<file path="src/rtl/fetch_unit.sv">
// -----------------------------------------------------------------------------
// fetch_unit
// Instruction fetch stage. Drives the PC stream into a BRAM with a 1-cycle
// registered read, collects the returned words in a small queue and presents
// {pc, instr} downstream over valid/ready. A redirect flushes the queue and
// restarts fetch at the redirect target.
//
// Ports
//   clk, rst                 clock, synchronous active-low reset
//   redirect_valid/_pc       flush and restart fetch (pc[1:0] ignored)
//   fetch_to_cache_en/_pc    BRAM read enable and byte address (this cycle)
//   cache_rdata              BRAM data, valid the cycle after an issue
//   fetch_to_skid_valid      queue head valid
//   fetch_to_skid_ready      downstream accepts the head
//   fetch_to_skid_pc/_instr  head PC and instruction
//   pc_wrap                  1-cycle pulse after the PC stream wraps to 0
//   fetch_count              instructions accepted downstream (mod 2^32)
// -----------------------------------------------------------------------------
module fetch_unit #(
    parameter int unsigned PC_W     = 9,
    parameter int unsigned INSTR_W  = 32,
    parameter int unsigned DEPTH    = 2,
    parameter int unsigned RESET_PC = 0
) (
    input  logic               clk,
    input  logic               rst,
    input  logic               redirect_valid,
    input  logic [PC_W-1:0]    redirect_pc,
    output logic               fetch_to_cache_en,
    output logic [PC_W-1:0]    fetch_to_cache_pc,
    input  logic [INSTR_W-1:0] cache_rdata,
    output logic               fetch_to_skid_valid,
    input  logic               fetch_to_skid_ready,
    output logic [PC_W-1:0]    fetch_to_skid_pc,
    output logic [INSTR_W-1:0] fetch_to_skid_instr,
    output logic               pc_wrap,
    output logic [31:0]        fetch_count
);

    localparam int unsigned PTR_W = $clog2(DEPTH);
    // count reaches DEPTH; with DEPTH a power of two, count+inflight also fits
    localparam int unsigned CNT_W = $clog2(DEPTH) + 1;
    localparam logic [PC_W-1:0] LAST_PC = {{(PC_W-2){1'b1}}, 2'b00};

    logic [PC_W-1:0]    next_pc_q, next_pc_d;
    logic               inflight_q, inflight_d;
    logic [PC_W-1:0]    inflight_pc_q, inflight_pc_d;
    logic               inflight_kill_q, inflight_kill_d;
    logic [PTR_W-1:0]   rd_ptr_q, rd_ptr_d;
    logic [PTR_W-1:0]   wr_ptr_q, wr_ptr_d;
    logic [CNT_W-1:0]   count_q, count_d;
    logic               pc_wrap_q, pc_wrap_d;
    logic               wrap_armed_q, wrap_armed_d;
    logic [31:0]        fetch_count_q, fetch_count_d;

    logic [PC_W-1:0]    mem_pc_q    [DEPTH];
    logic [INSTR_W-1:0] mem_instr_q [DEPTH];

    logic               head_valid;
    logic               pop;
    logic               push;
    logic               issue;
    logic [CNT_W-1:0]   occupancy;
    logic [PC_W-1:0]    redirect_pc_al;
    logic [PC_W-1:0]    issue_pc;
    logic               unused_redirect_lsb;

    assign unused_redirect_lsb = ^redirect_pc[1:0];

    // Handshake, issue decision and next-state
    always_comb begin
        redirect_pc_al  = {redirect_pc[PC_W-1:2], 2'b00};
        head_valid      = (count_q != '0);
        pop             = rst & head_valid & fetch_to_skid_ready & ~redirect_valid;
        push            = inflight_q & ~inflight_kill_q & ~redirect_valid;
        // queued + outstanding entries after this cycle's pop
        occupancy       = count_q + CNT_W'(inflight_q) - CNT_W'(pop);
        issue_pc        = redirect_valid ? redirect_pc_al : next_pc_q;
        if (!rst) begin
            issue = 1'b0;
        end else if (redirect_valid) begin
            issue = 1'b1;
        end else begin
            issue = (occupancy < CNT_W'(DEPTH));
        end

        next_pc_d       = next_pc_q;
        inflight_d      = issue;
        inflight_pc_d   = inflight_pc_q;
        inflight_kill_d = inflight_kill_q;
        rd_ptr_d        = rd_ptr_q;
        wr_ptr_d        = wr_ptr_q;
        count_d         = count_q;
        pc_wrap_d       = 1'b0;
        wrap_armed_d    = wrap_armed_q;
        fetch_count_d   = fetch_count_q;

        if (issue) begin
            next_pc_d       = issue_pc + PC_W'(4);
            inflight_pc_d   = issue_pc;
            inflight_kill_d = 1'b0;
            // a wrap is an issue of 0 directly following an issue of LAST_PC
            pc_wrap_d       = ~redirect_valid & wrap_armed_q & (issue_pc == '0);
            wrap_armed_d    = (issue_pc == LAST_PC);
        end

        if (redirect_valid) begin
            rd_ptr_d = '0;
            wr_ptr_d = '0;
            count_d  = '0;
        end else begin
            if (push) begin
                wr_ptr_d = wr_ptr_q + PTR_W'(1);
            end
            if (pop) begin
                rd_ptr_d = rd_ptr_q + PTR_W'(1);
            end
            count_d = count_q + CNT_W'(push) - CNT_W'(pop);
        end

        if (pop) begin
            fetch_count_d = fetch_count_q + 32'd1;
        end
    end

    // State registers
    always_ff @(posedge clk) begin
        if (!rst) begin
            next_pc_q       <= PC_W'(RESET_PC);
            inflight_q      <= 1'b0;
            inflight_pc_q   <= '0;
            inflight_kill_q <= 1'b0;
            rd_ptr_q        <= '0;
            wr_ptr_q        <= '0;
            count_q         <= '0;
            pc_wrap_q       <= 1'b0;
            wrap_armed_q    <= 1'b0;
            fetch_count_q   <= '0;
        end else begin
            next_pc_q       <= next_pc_d;
            inflight_q      <= inflight_d;
            inflight_pc_q   <= inflight_pc_d;
            inflight_kill_q <= inflight_kill_d;
            rd_ptr_q        <= rd_ptr_d;
            wr_ptr_q        <= wr_ptr_d;
            count_q         <= count_d;
            pc_wrap_q       <= pc_wrap_d;
            wrap_armed_q    <= wrap_armed_d;
            fetch_count_q   <= fetch_count_d;
        end
    end

    // Queue storage
    always_ff @(posedge clk) begin
        if (rst && push) begin
            mem_pc_q[wr_ptr_q]    <= inflight_pc_q;
            mem_instr_q[wr_ptr_q] <= cache_rdata;
        end
    end

    // The issue rule keeps count+inflight <= DEPTH, so a push never meets a full queue
    always_ff @(posedge clk) begin
        if (rst) begin
            assert (!(push && (count_q == CNT_W'(DEPTH))));
        end
    end

    assign fetch_to_cache_en   = issue;
    assign fetch_to_cache_pc   = rst ? issue_pc : PC_W'(RESET_PC);
    assign fetch_to_skid_valid = rst & head_valid & ~redirect_valid;
    assign fetch_to_skid_pc    = head_valid ? mem_pc_q[rd_ptr_q]    : '0;
    assign fetch_to_skid_instr = head_valid ? mem_instr_q[rd_ptr_q] : '0;
    assign pc_wrap             = pc_wrap_q;
    assign fetch_count         = fetch_count_q;

endmodule
</file>
<file path="config.mk">
export PLATFORM = sky130hd
export DESIGN_NAME = fetch_unit
export DESIGN_NICKNAME = d
export VERILOG_FILES = /design/src/rtl/fetch_unit.sv
export SDC_FILE = /design/constraint.sdc
export NUM_CORES = 1
export LEC_CHECK = 0
export ABC_AREA = 0
export CAP_MARGIN = 40
export CORE_ASPECT_RATIO = 1.25
export CORE_UTILIZATION = 45
export DETAILED_ROUTE_END_ITERATION = 12
export GPL_ROUTABILITY_DRIVEN = 1
export GPL_TIMING_DRIVEN = 0
export PLACE_DENSITY = 0.75
export SYNTH_ARGS = -nofsm -noshare
export SYNTH_HDL_FRONTEND = slang
export SYNTH_SLANG_ARGS = --single-unit
</file>
<file path="constraint.sdc">
create_clock -name clk -period 3.2 [get_ports clk]
set_input_delay 0.64 -clock clk [delete_from_list [all_inputs] [get_ports clk]]
set_output_delay 0.64 -clock clk [all_outputs]
set_load 0.1 [all_outputs]
</file>
==> flow_summary.toml <==
[grt]
grt_usage_pct = 22.4
grt_start_max_net_pins = 28
antenna_found_initial = 0
overflow = 0
grt_pass1_wl_um = 23200
grt_pass1_vias = 4769

[synthesis]
syn_inst = 495
synth_simple_gate_area_share_pct = 17.9
syn_nets = 544
async_flop_share_pct = 0
synth_edf_count = 82
ys_seq_elements = 138
yosysWarnings = 0
yosysUniqueCellTypes = 48
synth-compound-area-share_pct = 3.94
synth_top_family_by_area = "simple AND/OR/NAND/NOR gates"
synth-seq-area-share_pct = 61.7
synthMuxAreaShare_pct = 8.12
avgSynthCellArea_um2 = 11.7
synth_area_um2 = 5810
synth_xor_area_share_pct = 5.13
synth_fa_ha_area_share_pct = 0.862
ys.flop_type = "edfxtp_1"

[pwr]
p_total_uw = 4250
leakagePower_uw = 0.00346
worst_ir_drop_vdd_v = 0.000352
pwr_density_cell_nw_per_um2 = 449

[floorplanning]
core_um2 = 12700
num_rows = 46
die_h_um = 129
dieArea_um2 = 13400
die_w_um = 104
start_util_pct = 45.9
num_io_pins = 130

[setup_path]
r2r_cells = 12
arrival_ns = 2.51
endpoint = "fetch_to_cache_pc[3]"
cpPeakStageDelay_ns = 0.56
critPathCaptureType = "primary output"
crit_top_cell = "clkdlybuf4s50_1"
worstSetupPathType = "in -> out"
critPathRequiredTime_ns = 2.56
rr_startpoint = "count_q[1]"
r2r-end = "inflight_pc_q[4]"
cp_max_fo = 10
cp_slowest_cell = "clkdlybuf4s50_1"
crit_path_start_kind = "primary input"
crit_chain = "clkdlybuf4s50_1 > buf_6 > clkinv_2 > buf_4 > nor2_1 > clkdlybuf4s50_1 > buf_12"
startpoint = "rst"
reg2reg_setup_slack_ns = 0.86

[sta]
finalCriticalPeriod_ns = 3.15
fin_crit_sh_pct = 98.3
hold_ws_ns = 0.454
rsz0062_at_grt = "false"
finalSetupViolCount = 0
hold_viol = 0
slew_viol_final = 0
max_freq_ghz = 0.318
fin_skew_ns = 0.00904
worst_pin_slew_ns = 0.580
relSlewSlack_pct = 61.1

[clock_network]
cts.sinks = 138
clkSlewWorstSetupHoldPaths_ns = 0.06
cts_hold_buffers = 0
cts_tree = "yes"
htree_levels = 4
clock_latency_ns = 0.42
cts-buffers-inserted = 17
clk_path_buf_depth = 2
cts-root-buf = "clkbuf_16"

[final_layout]
drive_above_1_share_pct = 22.2
fin_nets = 783
final_common_cell = "clkdlybuf4s50_1"
area_growth_pct = 63.1
design_area_um2 = 9470
final_cell_mix = "clkdlybuf4s50_1 (123), nor2_1 (98), edfxtp_1 (82)"
final_util_pct = 74.8
n_antenna_cell = 0

[drt]
wl_per_cell_um = 16.1
antenna_left = 0
num_vias = 4743
vias_per_cell = 5.18
drt_iter0_drc = 286
finalWirelength_um = 14700
drt_drc_violations_left = 0
first_pass_iters = 7

[placement]
port_buffers = 127
place_hpwl_um = 10700
gp_routability_congestion = 0.846
place_area_um2 = 8810

[outcome]
outcome = "complete, no violations"

[hold_path]
min_path_type = "reg -> reg"

[run]
max-cap-violations = 0
==> area by class of cell <==
type                       instances  area (um^2)
buffer                            22          138
clock buffer                      18          429
multi-input combinational        328         2120
fill                             793         3190
inverter                           7         27.5
clock inverter                    14          129
tap                              168          210
sequential                       138         3580
timing repair buffer             220         2840
==> synthesized netlist by cell type (3+ instances only) <==
library cell	instances	area share, %
ha_1	4	0.86
nand3b_1	3	0.39
nor3_1	6	0.52
nand2_1	24	1.6
edfxtp_1	82	42
dfxtp_1	56	19
o31ai_1	3	0.39
xor2_1	24	3.6
a21oi_1	8	0.69
mux2i_1	46	7.9
xnor2_1	10	1.5
a211oi_1	3	0.39
nor2_1	100	6.5
clkbuf_1	10	0.65
and2_1	11	1.2
inv_1	6	0.39
and3_1	6	0.65
nand3_1	19	1.6
nor4_1	3	0.32
nand4_1	16	1.7
a31oi_1	4	0.43
o21ai_0	11	0.95
buf_2	8	0.69
==> through the flow <==
step / TNS (ns) / worst slack [ns] / std cells
floorplan: 0 / 0.0114 / 495
CTS: 0 / 0.0247 / 916
global placement: -66.88 / -0.809 / 790
finish: 0 / 0.0534 / 915
detailed placement: -3.49 / -0.444 / 877
global route: 0 / 0.00547 / 915
==> kinds of logic (layout without fill, tap and decap cells) <==
logic type,count (synthesis),after routing
buffers and inverters,29,281
AND/OR/NAND/NOR,208,208
AO/OA/AOI/OAI,35,35
adder cells (fa/ha/maj),4,4
XOR/XNOR,34,34
multiplexers,47,47
flip-flops,138,138
==> critical path, delay by kind of cell <==
kind	cells	cell delay [ns]
simple gates	1	0.13
buf+inv	6	1.73
==> worst min-delay path by stage <==
| stage | startpoint | to | cells after the start |
|---|---|---|---|
| 6_report | inflight_pc_q[3] | mem_pc_q[1][3] | 0 |
| 5_1_grt | inflight_pc_q[6] | mem_pc_q[0][6] | 0 |
| 4_1_cts | inflight_pc_q[3] | mem_pc_q[1][3] | 0 |
| 3_5_place_dp | inflight_pc_q[3] | mem_pc_q[0][3] | 0 |
| 3_3_place_gp | inflight_pc_q[7] | mem_pc_q[0][7] | 0 |
| 2_1_floorplan | inflight_pc_q[2] | mem_pc_q[0][2] | 0 |
==> power breakdown <==
group	internal [uW]	leakage (uW)	total, uW	switching (uW)
combinational	200	0.00199	491	291
sequential	1920	0.00120	1940	21.1
clock	1020	0.000266	1820	799
total	3140	0.00346	4250	1110
==> what timing repair did <==
item | 4_1_cts | 5_1_grt
gates resized for setup | 24 | 10
setup endpoints to repair | 47 | 12
buffers inserted | 8 | 0
cloned | 0 | 0
pin swaps | 1 | 0
==> registers in the layout, indices dropped and copies added (netlist names), named ones only <==
signal	cells
rd_ptr_q	1
mem_pc_q	18
pc_wrap	1
mem_instr_q	64
wr_ptr_q	1
inflight_q	1
inflight_pc_q	7
next_pc_q	9
fetch_count	32
count_q	2
wrap_armed_q	1
==> layer usage <==
metal	GRT usage, %	wire length, um	vias up
li1	-	-	2241
met5	0	0	-
met4	8.87	262	0
met3	6.04	757	30
met1	23.2	5630	2292
met2	42.9	8050	180
(Power assumes the default switching activity.)
